### src/rtl/intr_ctrl_pkg.sv
// Shared constants and helpers for the eight-line interrupt controller.
package intr_pkg;
  localparam int NUM_IRQ = 8;
  localparam int PC_W = 10;
  localparam logic [PC_W-1:0] VEC_BASE = 10'h3F0;

  // Isolates the lowest set bit (highest priority), or returns 0.
  function automatic logic [NUM_IRQ-1:0] lsb_onehot(input logic [NUM_IRQ-1:0] x);
    return x & (~x + NUM_IRQ'(1));
  endfunction

  function automatic logic [2:0] onehot_index(input logic [NUM_IRQ-1:0] x);
    logic [2:0] idx;
    idx = '0;
    for (int i = 0; i < NUM_IRQ; i++) begin
      if (x[i]) idx = idx | 3'(i);
    end
    return idx;
  endfunction
endpackage

### src/rtl/intr_ctrl_if.sv
// Control-unit link: call/return strobes in, priority selections and vector out.
// s_intr qualifies s_call_intr/s_return_intr for one cycle; the selection outputs
// are always valid and depend only on registered state, so there is no ready path.
interface intr_ctrl_if;
  import intr_pkg::*;
  logic                s_intr;
  logic [NUM_IRQ-1:0]  s_call_intr;
  logic [NUM_IRQ-1:0]  s_return_intr;
  logic [NUM_IRQ-1:0]  min_bit_s;
  logic [NUM_IRQ-1:0]  min_bit_a;
  logic [PC_W-1:0]     vector;

  modport master (
    output s_intr, s_call_intr, s_return_intr,
    input  min_bit_s, min_bit_a, vector
  );

  modport slave (
    input  s_intr, s_call_intr, s_return_intr,
    output min_bit_s, min_bit_a, vector
  );
endinterface

### src/rtl/intr_ctrl_irq_edge_sync.sv
// Two-flop synchroniser for one raw request line with a rising-edge pulse.
module irq_edge_sync (
  input  logic clk,
  input  logic reset,
  input  logic irq,
  output logic pulse
);
  logic sync1, sync2, prev;

  // During reset the chain tracks the line with prev equal to sync2, so
  // in-flight requests are dropped and a line held high is not an edge.
  always_ff @(posedge clk) begin
    if (reset) begin
      sync1 <= irq;
      sync2 <= sync1;
      prev  <= sync1;
    end else begin
      sync1 <= irq;
      sync2 <= sync1;
      prev  <= sync2;
    end
  end

  assign pulse = sync2 & ~prev;
endmodule

### src/rtl/intr_ctrl.sv
// Interrupt controller: pending/in-service tracking with fixed lowest-index priority.
module intr_ctrl
  import intr_pkg::*;
(
  input  logic               clk,
  input  logic               reset,
  input  logic [NUM_IRQ-1:0] irq,
  input  logic               ie_we,
  input  logic [NUM_IRQ-1:0] ie_d,
  input  logic               ovr_clr,
  intr_ctrl_if.slave         bus,
  output logic [NUM_IRQ-1:0] ie_q,
  output logic [NUM_IRQ-1:0] overrun,
  output logic               err
);
  logic [NUM_IRQ-1:0] edge_pulse;
  logic [NUM_IRQ-1:0] pending, in_service, ie, ovr;
  logic               err_q;

  logic [NUM_IRQ-1:0] acc, ret, bad_ret;
  logic [NUM_IRQ-1:0] pending_n, in_service_n, ovr_n;
  logic               err_n;

  for (genvar i = 0; i < NUM_IRQ; i++) begin : g_sync
    irq_edge_sync u_sync (
      .clk   (clk),
      .reset (reset),
      .irq   (irq[i]),
      .pulse (edge_pulse[i])
    );
  end

  always_comb begin
    acc          = bus.s_intr ? bus.s_call_intr : '0;
    ret          = bus.s_intr ? bus.s_return_intr : '0;
    bad_ret      = ret & ~in_service;
    // A fresh edge wins over a same-cycle accept of the same line.
    pending_n    = (pending & ~acc) | edge_pulse;
    ovr_n        = (ovr_clr ? '0 : ovr) | (edge_pulse & pending & ~acc);
    err_n        = err_q | (|bad_ret);
    in_service_n = in_service;
    if (bad_ret == '0) in_service_n = in_service_n & ~ret;
    in_service_n = in_service_n | acc;
  end

  always_ff @(posedge clk) begin
    if (reset) begin
      pending    <= '0;
      in_service <= '0;
      ie         <= '0;
      ovr        <= '0;
      err_q      <= 1'b0;
    end else begin
      pending    <= pending_n;
      in_service <= in_service_n;
      ovr        <= ovr_n;
      err_q      <= err_n;
      if (ie_we) ie <= ie_d;
    end
  end

  assign bus.min_bit_s = lsb_onehot(pending & ie);
  assign bus.min_bit_a = lsb_onehot(in_service);
  assign bus.vector    = VEC_BASE + PC_W'(onehot_index(bus.min_bit_s));
  assign ie_q          = ie;
  assign overrun       = ovr;
  assign err           = err_q;
endmodule

### src/flat_wrapper.sv
// flat-port wrapper written by rule: the top's interface ports become plain ports
module intr_ctrl_flat import intr_pkg::*;
  (clk, reset, irq, ie_we, ie_d, ovr_clr, ie_q, overrun, err, bus_s_intr, bus_s_call_intr, bus_s_return_intr, bus_min_bit_s, bus_min_bit_a, bus_vector);
  intr_ctrl_if bus_i ();
  input  logic clk;
  input  logic reset;
  input  logic [NUM_IRQ-1:0] irq;
  input  logic ie_we;
  input  logic [NUM_IRQ-1:0] ie_d;
  input  logic ovr_clr;
  output logic [NUM_IRQ-1:0] ie_q;
  output logic [NUM_IRQ-1:0] overrun;
  output logic err;
  input wire logic [$bits(bus_i.s_intr)-1:0] bus_s_intr;
  input wire logic [$bits(bus_i.s_call_intr)-1:0] bus_s_call_intr;
  input wire logic [$bits(bus_i.s_return_intr)-1:0] bus_s_return_intr;
  output wire logic [$bits(bus_i.min_bit_s)-1:0] bus_min_bit_s;
  output wire logic [$bits(bus_i.min_bit_a)-1:0] bus_min_bit_a;
  output wire logic [$bits(bus_i.vector)-1:0] bus_vector;
  assign bus_i.s_intr = bus_s_intr;
  assign bus_i.s_call_intr = bus_s_call_intr;
  assign bus_i.s_return_intr = bus_s_return_intr;
  assign bus_min_bit_s = bus_i.min_bit_s;
  assign bus_min_bit_a = bus_i.min_bit_a;
  assign bus_vector = bus_i.vector;
  intr_ctrl u_core (.clk(clk), .reset(reset), .irq(irq), .ie_we(ie_we), .ie_d(ie_d), .ovr_clr(ovr_clr), .bus(bus_i), .ie_q(ie_q), .overrun(overrun), .err(err));
endmodule
### config.mk
export PLATFORM = sky130hd
export DESIGN_NAME = intr_ctrl_flat
export DESIGN_NICKNAME = d
export VERILOG_FILES = /design/src/rtl/intr_ctrl_pkg.sv /design/src/rtl/intr_ctrl_if.sv /design/src/rtl/intr_ctrl_irq_edge_sync.sv /design/src/rtl/intr_ctrl.sv /design/src/flat_wrapper.sv
export SDC_FILE = /design/constraint.sdc
export NUM_CORES = 1
export LEC_CHECK = 0
export ABC_CLOCK_PERIOD_IN_PS = 2000
export CAP_MARGIN = 10
export CORE_MARGIN = 4
export CORE_UTILIZATION = 30
export CTS_BUF_LIST = sky130_fd_sc_hd__clkbuf_4 sky130_fd_sc_hd__clkbuf_8
export DETAILED_ROUTE_END_ITERATION = 10
export PLACE_DENSITY = 0.67
export SETUP_SLACK_MARGIN = 0.05
export SLEW_MARGIN = 20
export SYNTH_ARGS = -nofsm -noshare
export SYNTH_HDL_FRONTEND = slang
export SYNTH_HIERARCHICAL = 1
export SYNTH_SLANG_ARGS = --single-unit
### constraint.sdc
create_clock -name clk -period 2 [get_ports clk]
set_input_delay 0.2 -clock clk [delete_from_list [all_inputs] [get_ports clk]]
set_output_delay 0.2 -clock clk [all_outputs]
set_load 0.01 [all_outputs]
==> results.md, run 1 <==
* Synthesized flop and latch total at 57
* Vias per inst at 4.502
* Synth Warn # at 6
* Die area at 8629 µm²
* Critical Path Source Type: flip-flop
* Synth Area per Inst at 9.739 µm²
* CTS Buffer Depth at 2
* Most frequent cells in the layout: clkdlybuf4s50_1, dfxtp_1, nor2_1
* Post-Route WL at 5.161 mm
* Largest net degree at the start of global routing at 26
* DRT iter0 DRCs at 58
* Synth Cell Area at 2162 µm²
* Leak Pwr at 1.356 nW
* First-pass GRT wire length at 8.052 mm
* # rows at 30
* Max IR drop VDD at 0.0003470 V
* RSZ-0062 raised after global routing: no
* Die X at 92.90 µm
* Core area at 6907 µm²
* Hold Crit Depth at 1
* Placed insts at 385
* Main combinational cell family by area after synthesis: simple AND/OR/NAND/NOR gates
* Synthesized instance count at 222
* Final #Nets at 338
* Num ports at 80
* Grt total ovfl at 0
* Post-synthesis sequential area ratio at 0.5278
* Final hold vios at 0
* Worst Max-Slew Pin Slew at 561.1 ps
* Clk_lat worst skew at 320 ps
* Die height at 92.90 µm
* Class of the most critical setup path: flip-flop to primary output
* Synth Area in Adders at 0
* Rel. slew slack at 0.6259
* R2R depth at 5
* GPL Wtd Cong at 0.8283
* Final routed DRC violation total at 0
* Count of final setup violators at 0
* Compound-gate portion of the synthesized area at 0.1389
* Final Max Slew Viols at 0
* ANT cells at 0
* CTS root buffer: clkbuf_8
* Antenna Nets Post-Route at 0
* # H-tree levels at 3
* WL/cell at 12.84 µm
* Dominant cells by area after synthesis: dfxtp_1, mux2_4, nor2_1
* Overall power at 2.527 mW
* Post-synth cell types at 32
* Nature of the critical path endpoint: primary output
* Port bufs at 72
* Status: finished clean
* CP max FO at 4
* Final critical-path required period at 1835 ps
* Achievable Freq at 0.5451 GHz
* PnR worst setup slack at 165.4 ps
* CP Data Arrival Time at 1630 ps
* Clk sinks at 57
* CTS tree: built
* Num CTS Buffers at 9
* Fraction of layout cells with a size suffix above 1 at 0.1340
* Post-synthesis xor/xnor area fraction at 0
* Routed vias at 1810
* Initial antenna violation count at 0
* Synthesis-to-layout area growth at 45.20%
* Worst-path clk slew at 60 ps
* Post-synth top area cell: dfxtp_1
* Worst min-delay path class: primary input to flip-flop
* Dpl hpwl at 3.944 mm
* Vias in the first global route at 1632
* Post-synthesis mux area share at 0.09259
* Pre-CTS setup slack at -100.4 ps
* Share of the synthesized area in the top cell type at 0.5278
* Post-synthesis simple-gate area fraction at 0.1782
* Crit share post-route at 0.9173
* Non-filler cells in the finished layout at 402
* Fillcell total at 700
* Commonest non-fill, non-tap cell in the layout: clkdlybuf4s50_1
* Initial core utilization at 0.3130
* Cts hold-fix bufs at 0
* DRT Pass-1 Iters at 4
* Total global-route track usage at 0.1222
* Pwr dens at 805.0 nW/µm²
* Crit path required time at 1800 ps
* Layout Skew at 5.001 ps
* Maxcap violations at 0
-- critical path, cell delays in order (launching register included) --
cell and delay [ps]:
dfxtp_1 310, buf_4 140, nor4b_1 280, clkdlybuf4s50_1 590
-- synth_stat cells --
library cell / number
o41ai_1: 7
nor2_1: 31
mux2_4: 8
nor2b_1: 10
and3b_1: 1
or4_2: 1
o22ai_2: 2
nand3_1: 3
a21bo_2: 1
nand2_1: 23
nor3b_1: 3
a32oi_1: 8
nor4b_1: 1
and2_1: 2
and2b_1: 2
nand2b_1: 1
a221oi_1: 1
inv_1: 8
a31oi_1: 3
and3_1: 1
conb_1: 2
buf_4: 8
a21oi_1: 16
nand4_1: 1
a2111o_1: 1
o31ai_1: 1
dfxtp_1: 57
nor3_1: 2
mux2i_1: 8
clkbuf_1: 7
buf_6: 1
a21o_1: 1
-- worst paths after layout --
path                                                    start                             to  slack [ps]
worst max register to register           u_core/in_service[3]           u_core/in_service[7]         220
worst min register to register  u_core/g_sync[6].u_sync/sync1  u_core/g_sync[6].u_sync/sync2         350
worst min-delay path                                   irq[3]  u_core/g_sync[3].u_sync/sync1         320
worst max-delay path                     u_core/in_service[2]               bus_min_bit_a[3]         170
-- cell type report --
class | count | area, µm² | share of cell area
flip-flops and latches | 57 | 1141 | 0.3635
repair buffers | 79 | 744.5 | 0.2371
clock inverters | 3 | 15.01 | 0.004783
well taps | 96 | 120.1 | 0.03826
multi-input cells | 146 | 922.1 | 0.2937
clock buffers | 13 | 166.4 | 0.05301
inverters | 8 | 30.03 | 0.009566
-- power breakdown --
group / total, mW / switching, mW / internal [mW]
combinational: 0.340 / 0.147 / 0.193
sequential: 1.25 / 0.0418 / 1.20
clock: 0.941 / 0.403 / 0.538
-- state kept, by name, summed over array words and instances, names as in the netlist --
name                        cells
u_core/g_sync.u_sync/prev       8
u_core/g_sync.u_sync/sync2      8
u_core/g_sync.u_sync/sync1      8
u_core/in_service               8
u_core/overrun                  8
u_core/pending                  8
u_core/err                      1
u_core/ie_q                     8
-- per-stage QoR --
stage          hold WS (ps)  instance area, µm²  setup TNS, ps    util
2_1_floorplan         227.7                2181              0       -
3_3_place_gp          336.8                2964         -125.8  0.4292
3_5_place_dp          338.9                2964         -172.8  0.4292
4_1_cts               287.4                3151              0  0.4562
5_1_grt               281.0                3139              0  0.4545
6_report              315.4                3139              0  0.4545
-- cells by family after synthesis --
| kind of cell | Yosys count |
|---|---|
| buffers and inverters | 24 |
| AND/OR/NAND/NOR | 82 |
| other | 2 |
| AO/OA/AOI/OAI | 41 |
| flip-flops | 57 |
| multiplexers | 16 |
-- timing repair --
action / 4_1_cts / 5_1_grt
gates resized for setup: 15 / 7
buffers inserted: 1 / 0
setup endpoints to repair: 10 / 4
pin swaps: 1 / 0
-- per-layer routing --
layer / wire, µm / up-vias / global-route usage
met3: 420 / 4 / 0.05686
met2: 2421 / 71 / 0.1878
met1: 2284 / 819 / 0.1463
met4: 35 / 0 / 0.05128
met5: 0 / - / 0
li1: - / 916 / -
No activity file was read; power rests on OpenSTA's default activity.
==> inputs of run 2 (changes only) <==
--- a/config.mk
+++ b/config.mk
@@ -7,6 +7,7 @@
 export LEC_CHECK = 0
 export ABC_CLOCK_PERIOD_IN_PS = 2000
 export CAP_MARGIN = 10
+export CORE_ASPECT_RATIO = 0.7
 export CORE_MARGIN = 4
 export CORE_UTILIZATION = 30
 export CTS_BUF_LIST = sky130_fd_sc_hd__clkbuf_4 sky130_fd_sc_hd__clkbuf_8
@@ -16,5 +17,4 @@
 export SLEW_MARGIN = 20
 export SYNTH_ARGS = -nofsm -noshare
 export SYNTH_HDL_FRONTEND = slang
-export SYNTH_HIERARCHICAL = 1
 export SYNTH_SLANG_ARGS = --single-unit
==> run 2 against run 1 <==
  * Clock-buffer cell count shrank 1
  * Global-route usage grew 0.64 points
  * Routed wire length grew 7.6%
  * Sequential cell count is the same
  * Synthesized area grew 0.41%
  * Sequential power is essentially flat
  * Design area grew 2.3%
  * Critical path depth grew 2
  * Final cell count grew 0.75%
  * Clock power grew 32%
  * Clock skew grew 7.2 ps
  * Critical path type unchanged
  * Largest power group unchanged
==> results.md, run 2 <==
* Synthesized instance count at 225 (+1.4%)
* Total global-route track usage at 0.1286 (+0.006389)
* Num ports at 80 (unchanged)
* Grt total ovfl at 0 (unchanged)
* CTS root buffer: clkbuf_8
* Dominant cells by area after synthesis: dfxtp_1, nand2_1, a21oi_1
* Worst-path clk slew at 70 ps (about the same)
* Rel. slew slack at 0.5863 (-0.03965)
* Clk sinks at 57 (unchanged)
* Final critical-path required period at 1894 ps (+59.10 ps)
* Most frequent cells in the layout: clkdlybuf4s50_1, dfxtp_1, nand2_1
* Post-synth top area cell: dfxtp_1
* Worst min-delay path class: primary input to flip-flop
* Initial antenna violation count at 0 (unchanged)
* Synth Warn # at 0 (-6)
* Leak Pwr at 1.362 nW (+0.49%)
* CTS Buffer Depth at 2 (unchanged)
* # rows at 25 (-17%)
* Synthesized flop and latch total at 57 (unchanged)
* CTS tree: built
* Synth Flop Type: dfxtp_1
* Number of synthesized flops with an enable pin at 0 (unchanged)
* Layout Skew at 12.22 ps (+7.220 ps)
* Synth Cell Area at 2171 µm² (+0.41%)
* Sw power at 0.6359 mW (+7.3%)
* Achievable Freq at 0.5281 GHz (-3.1%)
* WL/cell at 13.71 µm (+6.8%)
* Die area at 8683 µm² (+0.62%)
* Switching part of the total power at 0.2244 (-0.01014)
* Initial core utilization at 0.3155 (+0.002411)
* Final Max Slew Viols at 0 (unchanged)
* Leading cell type by number of instances after synthesis: dfxtp_1
* Class of the most critical setup path: flip-flop to primary output
* Port bufs at 72 (unchanged)
* DRT iter0 DRCs at 72 (+24%)
* Die height at 79.17 µm (-15%)
* Num CTS Buffers at 9 (unchanged)
* Count of final setup violators at 0 (unchanged)
* Compound-gate portion of the synthesized area at 0.1383 (-0.0005604)
* Vias per inst at 4.519 (+0.36%)
* P_int at 2.198 mW (+14%)
* Max IR drop VDD at 0.0005636 V (+62%)
* Post-synthesis mux area share at 0.07839 (-0.01421)
* PnR worst setup slack at 106.3 ps (-59.11 ps)
* Critical path cell sequence: a22oi_2, nand3_2, buf_4, nor3b_1, dlygate4sd2_1
* Status: finished clean
* CP max-delay cell: dfxtp_4
* Synth Area per Inst at 9.648 µm² (-0.93%)
* CP Data Arrival Time at 1690 ps (+60 ps)
* Routed vias at 1830 (+1.1%)
* Die X at 109.7 µm (+18%)
* Pre-CTS setup slack at 61.63 ps (+162.0 ps)
* Post-Route WL at 5.554 mm (+7.6%)
* Commonest non-fill, non-tap cell in the layout: clkdlybuf4s50_1
* Vias in the first global route at 1721 (+5.5%)
* Post-synthesis xor/xnor area fraction at 0 (unchanged)
* Clock Power Share at 0.439 (+0.067)
* Nature of the critical path endpoint: primary output
* Pwr dens at 882.6 nW/µm² (+9.6%)
* Slowest cell delay on critical path at 350 ps (-240 ps)
* # H-tree levels at 3 (unchanged)
* Worst Max-Slew Pin Slew at 618.7 ps (+57.53 ps)
* First-pass GRT wire length at 8.424 mm (+4.6%)
* Core area at 6882 µm² (-0.36%)
* Post-synthesis simple-gate area fraction at 0.1942 (+0.01600)
* ANT cells at 0 (unchanged)
* Crit path required time at 1800 ps (about the same)
* CP max FO at 4 (unchanged)
* Synthesis-to-layout area growth at 47.90%
* RSZ-0062 raised after global routing: yes
* Main combinational cell family by area after synthesis: simple AND/OR/NAND/NOR gates
* Maxcap violations at 0 (unchanged)
* GPL Wtd Cong at 0.7496 (-9.5%)
* Post-synth cell types at 40 (+25%)
* Critical Path Source Type: flip-flop
* Final #Nets at 343 (+1.5%)
* Dpl hpwl at 4.267 mm (+8.2%)
* Fillcell total at 696 (-0.57%)
* Largest net degree at the start of global routing at 18 (-31%)
* Antenna Nets Post-Route at 0 (unchanged)
* Logic pwr share at 0.122 (-0.013)
* Placed insts at 385 (unchanged)
* Synth cell count leaders: dfxtp_1, nand2_1, nor2_1
* Crit share post-route at 0.9469 (+0.02955)
* Post-synthesis sequential area ratio at 0.5256 (-0.002129)
* Final hold vios at 0 (unchanged)
* Sequential share of power at 0.440 (-0.053)
* Fraction of layout cells with a size suffix above 1 at 0.1833 (+0.04929)
* Final routed DRC violation total at 0 (unchanged)
* Clk_lat worst skew at 330 ps (about the same)
* DRT Pass-1 Iters at 4 (unchanged)
* Share of the synthesized area in the top cell type at 0.5256 (-0.002129)
* Non-filler cells in the finished layout at 405 (+0.75%)
* Synth Area in Adders at 0 (unchanged)
* Async SR Flop Fraction at 0 (unchanged)
run 2: kinds of logic after synthesis:
family	after synthesis
flops	57
compound gates	41
mux	16
other cells	2
simple gates	85
buf+inv	24
run 2: final cells by class:
| type | instances | area [µm²] | share of cell area |
|---|---|---|---|
| inverter | 8 | 30.03 | 0.009353 |
| sequential | 57 | 1149 | 0.3578 |
| timing repair buffer | 81 | 752.0 | 0.2342 |
| clock buffer | 12 | 165.2 | 0.05144 |
| clock inverter | 4 | 73.82 | 0.02299 |
| tap | 94 | 117.6 | 0.03663 |
| multi-input combinational | 149 | 923.4 | 0.2876 |
run 2: metal layers:
metal / up-vias / GRT usage / wire length [µm]
met5: - / 0 / 0
met4: 0 / 0.04608 / 72
met3: 8 / 0.06986 / 611
met2: 67 / 0.1821 / 2259
met1: 829 / 0.1637 / 2611
li1: 926 / - / -
run 2: power by group through the flow:
stage                     logic, mW  clock network (mW)  registers (mW)
after CTS                     0.344                1.28            1.25
after global placement        0.344                   0            1.27
after detailed placement      0.346                   0            1.27
after floorplan               0.176                   0            1.27
final                         0.345                1.24            1.25
after global routing          0.378                1.32            1.25
run 2: what timing repair did:
action	4_1_cts	5_1_grt
hold buffers	0	0
buffers inserted	2	2
gates resized for setup	26	12
pin swaps	4	5
endpoints found under the setup margin	12	6
run 2: per-stage QoR:
step	hold slack, ps	TNS, ps	power (mW)	utilization	cell area, µm²
after floorplan	227.7	0	1.445	-	2190
after global placement	331.2	0	1.611	0.4309	2965
after detailed placement	335.9	0	1.617	0.4309	2965
after CTS	290.5	0	2.865	0.4669	3213
after global routing	292.2	-11.35	2.954	0.4665	3211
final	311.9	0	2.834	0.4665	3211
run 2: worst paths after layout:
check / depth (start not counted) / slack [ps] / start / endpoint
worst max-delay path: 5 / 110 / u_core.pending[1] / bus_min_bit_s[5]
worst min-delay path: 1 / 310 / irq[7] / u_core.g_sync[7].u_sync.sync1
worst max register to register: 5 / 530 / u_core.in_service[0] / u_core.in_service[6]
worst min register to register: 0 / 350 / u_core.g_sync[5].u_sync.sync1 / u_core.g_sync[5].u_sync.sync2
run 2: critical path: cells and delay by family, from the launching register on:
kind	cells	cell delay [ps]
simple gates	2	330
compound gates	1	230
buf+inv	2	440
flops	1	350
==> inputs of run 3 (changes only) <==
--- a/config.mk
+++ b/config.mk
@@ -7,13 +7,16 @@
 export LEC_CHECK = 0
 export ABC_CLOCK_PERIOD_IN_PS = 2000
 export CAP_MARGIN = 10
+export CELL_PAD_IN_SITES_DETAIL_PLACEMENT = 0
+export CELL_PAD_IN_SITES_GLOBAL_PLACEMENT = 1
 export CORE_ASPECT_RATIO = 0.7
 export CORE_MARGIN = 4
 export CORE_UTILIZATION = 30
 export CTS_BUF_LIST = sky130_fd_sc_hd__clkbuf_4 sky130_fd_sc_hd__clkbuf_8
 export DETAILED_ROUTE_END_ITERATION = 10
-export PLACE_DENSITY = 0.67
+export PLACE_DENSITY = 0.83
 export SETUP_SLACK_MARGIN = 0.05
+export SKIP_CTS_REPAIR_TIMING = 1
 export SLEW_MARGIN = 20
 export SYNTH_ARGS = -nofsm -noshare
 export SYNTH_HDL_FRONTEND = slang
==> run 3 against run 2 <==
  * Total power shrank 9.8%
  * Largest power group unchanged
  * Largest cell class unchanged
  * Combinational power grew 2%
  * Setup slack gained 18 ps
  * Clock skew shrank 5.3 ps
  * Critical path type unchanged
  * Sequential power is essentially flat
==> results.md, run 3 (same netlist as run 2, synthesis figures left out) <==
* First-pass GRT wire length at 8.155 mm (-3.2%)
* Max IR drop VDD at 0.0003635 V (-36%)
* Vias in the first global route at 1669 (-3.0%)
* PnR worst setup slack at 124.0 ps (+17.80 ps)
* ANT cells at 0 (unchanged)
* # rows at 25 (unchanged)
* DRT met1 WL at 2.639 mm (+1.1%)
* Most frequent cells in the layout: clkdlybuf4s50_1, dfxtp_1, nand2_1
* Nature of the critical path endpoint: primary output
* Count of final setup violators at 0 (unchanged)
* Final Max Slew Viols at 0 (unchanged)
* Maxcap violations at 0 (unchanged)
* Commonest non-fill, non-tap cell in the layout: clkdlybuf4s50_1
* Pre-CTS setup slack at 71.32 ps (+9.685 ps)
* WL/cell at 13.72 µm (about the same)
* Synthesis-to-layout area growth at 47.84% (about the same)
* Leak Pwr at 1.496 nW (+9.8%)
* CTS root buffer: clkbuf_8
* Worst min-delay path class: primary input to flip-flop
* Class of the most critical setup path: flip-flop to primary output
* Total global-route track usage at 0.1245 (-0.004092)
* DRT iter0 DRCs at 74 (+2.8%)
* Achievable Freq at 0.5331 GHz (+0.95%)
* CTS Buffer Depth at 2 (unchanged)
* Port bufs at 72 (unchanged)
* CP max-delay cell: clkdlybuf4s50_1
* Antenna Nets Post-Route at 0 (unchanged)
* Critical path cell sequence: a22oi_2, and3_1, clkdlybuf4s50_1
* Overall power at 2.555 mW (-9.8%)
* # H-tree levels at 3 (unchanged)
* Final critical-path required period at 1876 ps (-17.80 ps)
* CP top delay family: buffers and inverters
* Vias per inst at 4.555 (+0.80%)
* Crit path required time at 1800 ps (about the same)
* Slowest cell delay on critical path at 540 ps (+190 ps)
* Clk sinks at 57 (unchanged)
* Initial antenna violation count at 0 (unchanged)
* RSZ-0062 raised after global routing: yes
* DRT Pass-1 Iters at 4 (unchanged)
* Register Area at 1141 µm² (-0.65%)
* Initial core utilization at 0.3155 (unchanged)
* Worst Max-Slew Pin Slew at 504.1 ps (-114.6 ps)
* Num CTS Buffers at 9 (unchanged)
* Crit share post-route at 0.9380 (-0.008898)
* Die X at 109.7 µm (unchanged)
* Num ports at 80 (unchanged)
* Worst-path clk slew at 60 ps (about the same)
* Final routed DRC violation total at 0 (unchanged)
* Core area at 6882 µm² (unchanged)
* Rel. slew slack at 0.6629 (+0.07662)
* Die height at 79.17 µm (unchanged)
* Largest net degree at the start of global routing at 42 (+24)
* Status: finished clean
* CP max FO at 4 (unchanged)
* Critical Path Source Type: flip-flop
* Fillcell total at 687 (-1.3%)
* WL met2 at 2.210 mm (-2.2%)
* Die area at 8683 µm² (unchanged)
* Fraction of layout cells with a size suffix above 1 at 0.1461 (-0.03718)
* CTS tree: built
* DR top layer: met4
* Layout Skew at 6.928 ps (-5.294 ps)
* Routed vias at 1831 (+0.055%)
* Multi-input gate area at 929.6 µm² (+0.68%)
* Met3 Wirelength at 637 µm (+4.3%)
* Post-Route WL at 5.514 mm (-0.72%)
* CP bufs+invs at 1 (-1)
* Grt total ovfl at 0 (unchanged)
* Dpl hpwl at 4.153 mm (-2.7%)
* Clk_lat worst skew at 330 ps (about the same)
* Final #Nets at 341 (-0.58%)
* GPL Wtd Cong at 0.7645 (+2.0%)
* Pwr dens at 796.2 nW/µm² (-9.8%)
* CP Data Arrival Time at 1680 ps (about the same)
* Final hold vios at 0 (unchanged)
==> run 3: cell count changes in the layout (fill, tap and decap cells not counted), sizes merged <==
cell           previous run  this run
clkinv                    2         3
dlygate4sd2               8         0
bufinv                    2         0
clkbuf                   14        13
clkdlybuf4s50            58        59
buf                      13         7
dlymetal6s2s              0        12
==> run 3: final cells by class <==
class	count	share of cell area
repair buffers	79	0.2526
clock buffers	12	0.05146
multi-input cells	149	0.2897
clock inverters	3	0.004678
flip-flops and latches	57	0.3556
inverters	8	0.009357
well taps	94	0.03665
==> run 3: where the power goes <==
group | total [mW] | internal [mW] | switching [mW]
registers | 1.25 | 1.20 | 0.0437
clock network | 0.957 | 0.537 | 0.420
logic | 0.351 | 0.197 | 0.155
total | 2.56 | 1.94 | 0.618
==> run 3: final timing paths <==
kind	startpoint	to	slack, ps	cells after the start
worst max-delay path	u_core.ie_q[1]	bus_min_bit_s[2]	120	3
worst min-delay path	irq[7]	u_core.g_sync[7].u_sync.sync1	310	1
worst max register to register	u_core.in_service[0]	u_core.in_service[2]	540	5
worst min register to register	u_core.g_sync[3].u_sync.sync1	u_core.g_sync[3].u_sync.sync2	350	0
==> run 3: through the flow <==
stage | area, µm² | setup TNS (ps) | cells | utilization | hold slack (ps)
after global placement | 2978 | 0 | 385 | 0.4327 | 332.5
after floorplan | 2190 | 0 | 230 | - | 227.7
final | 3209 | 0 | 402 | 0.4664 | 313.2
after global routing | 3209 | -11.23 | 402 | 0.4664 | 289.5
after CTS | 3158 | -2051 | 400 | 0.4589 | 295.5
after detailed placement | 2978 | 0 | 385 | 0.4327 | 336.0
==> run 3: per-layer routing <==
layer,global-route usage,vias up
li1,-,917
met1,0.1663,842
met2,0.1687,67
met3,0.07961,5
met4,0.02242,0
met5,0,-
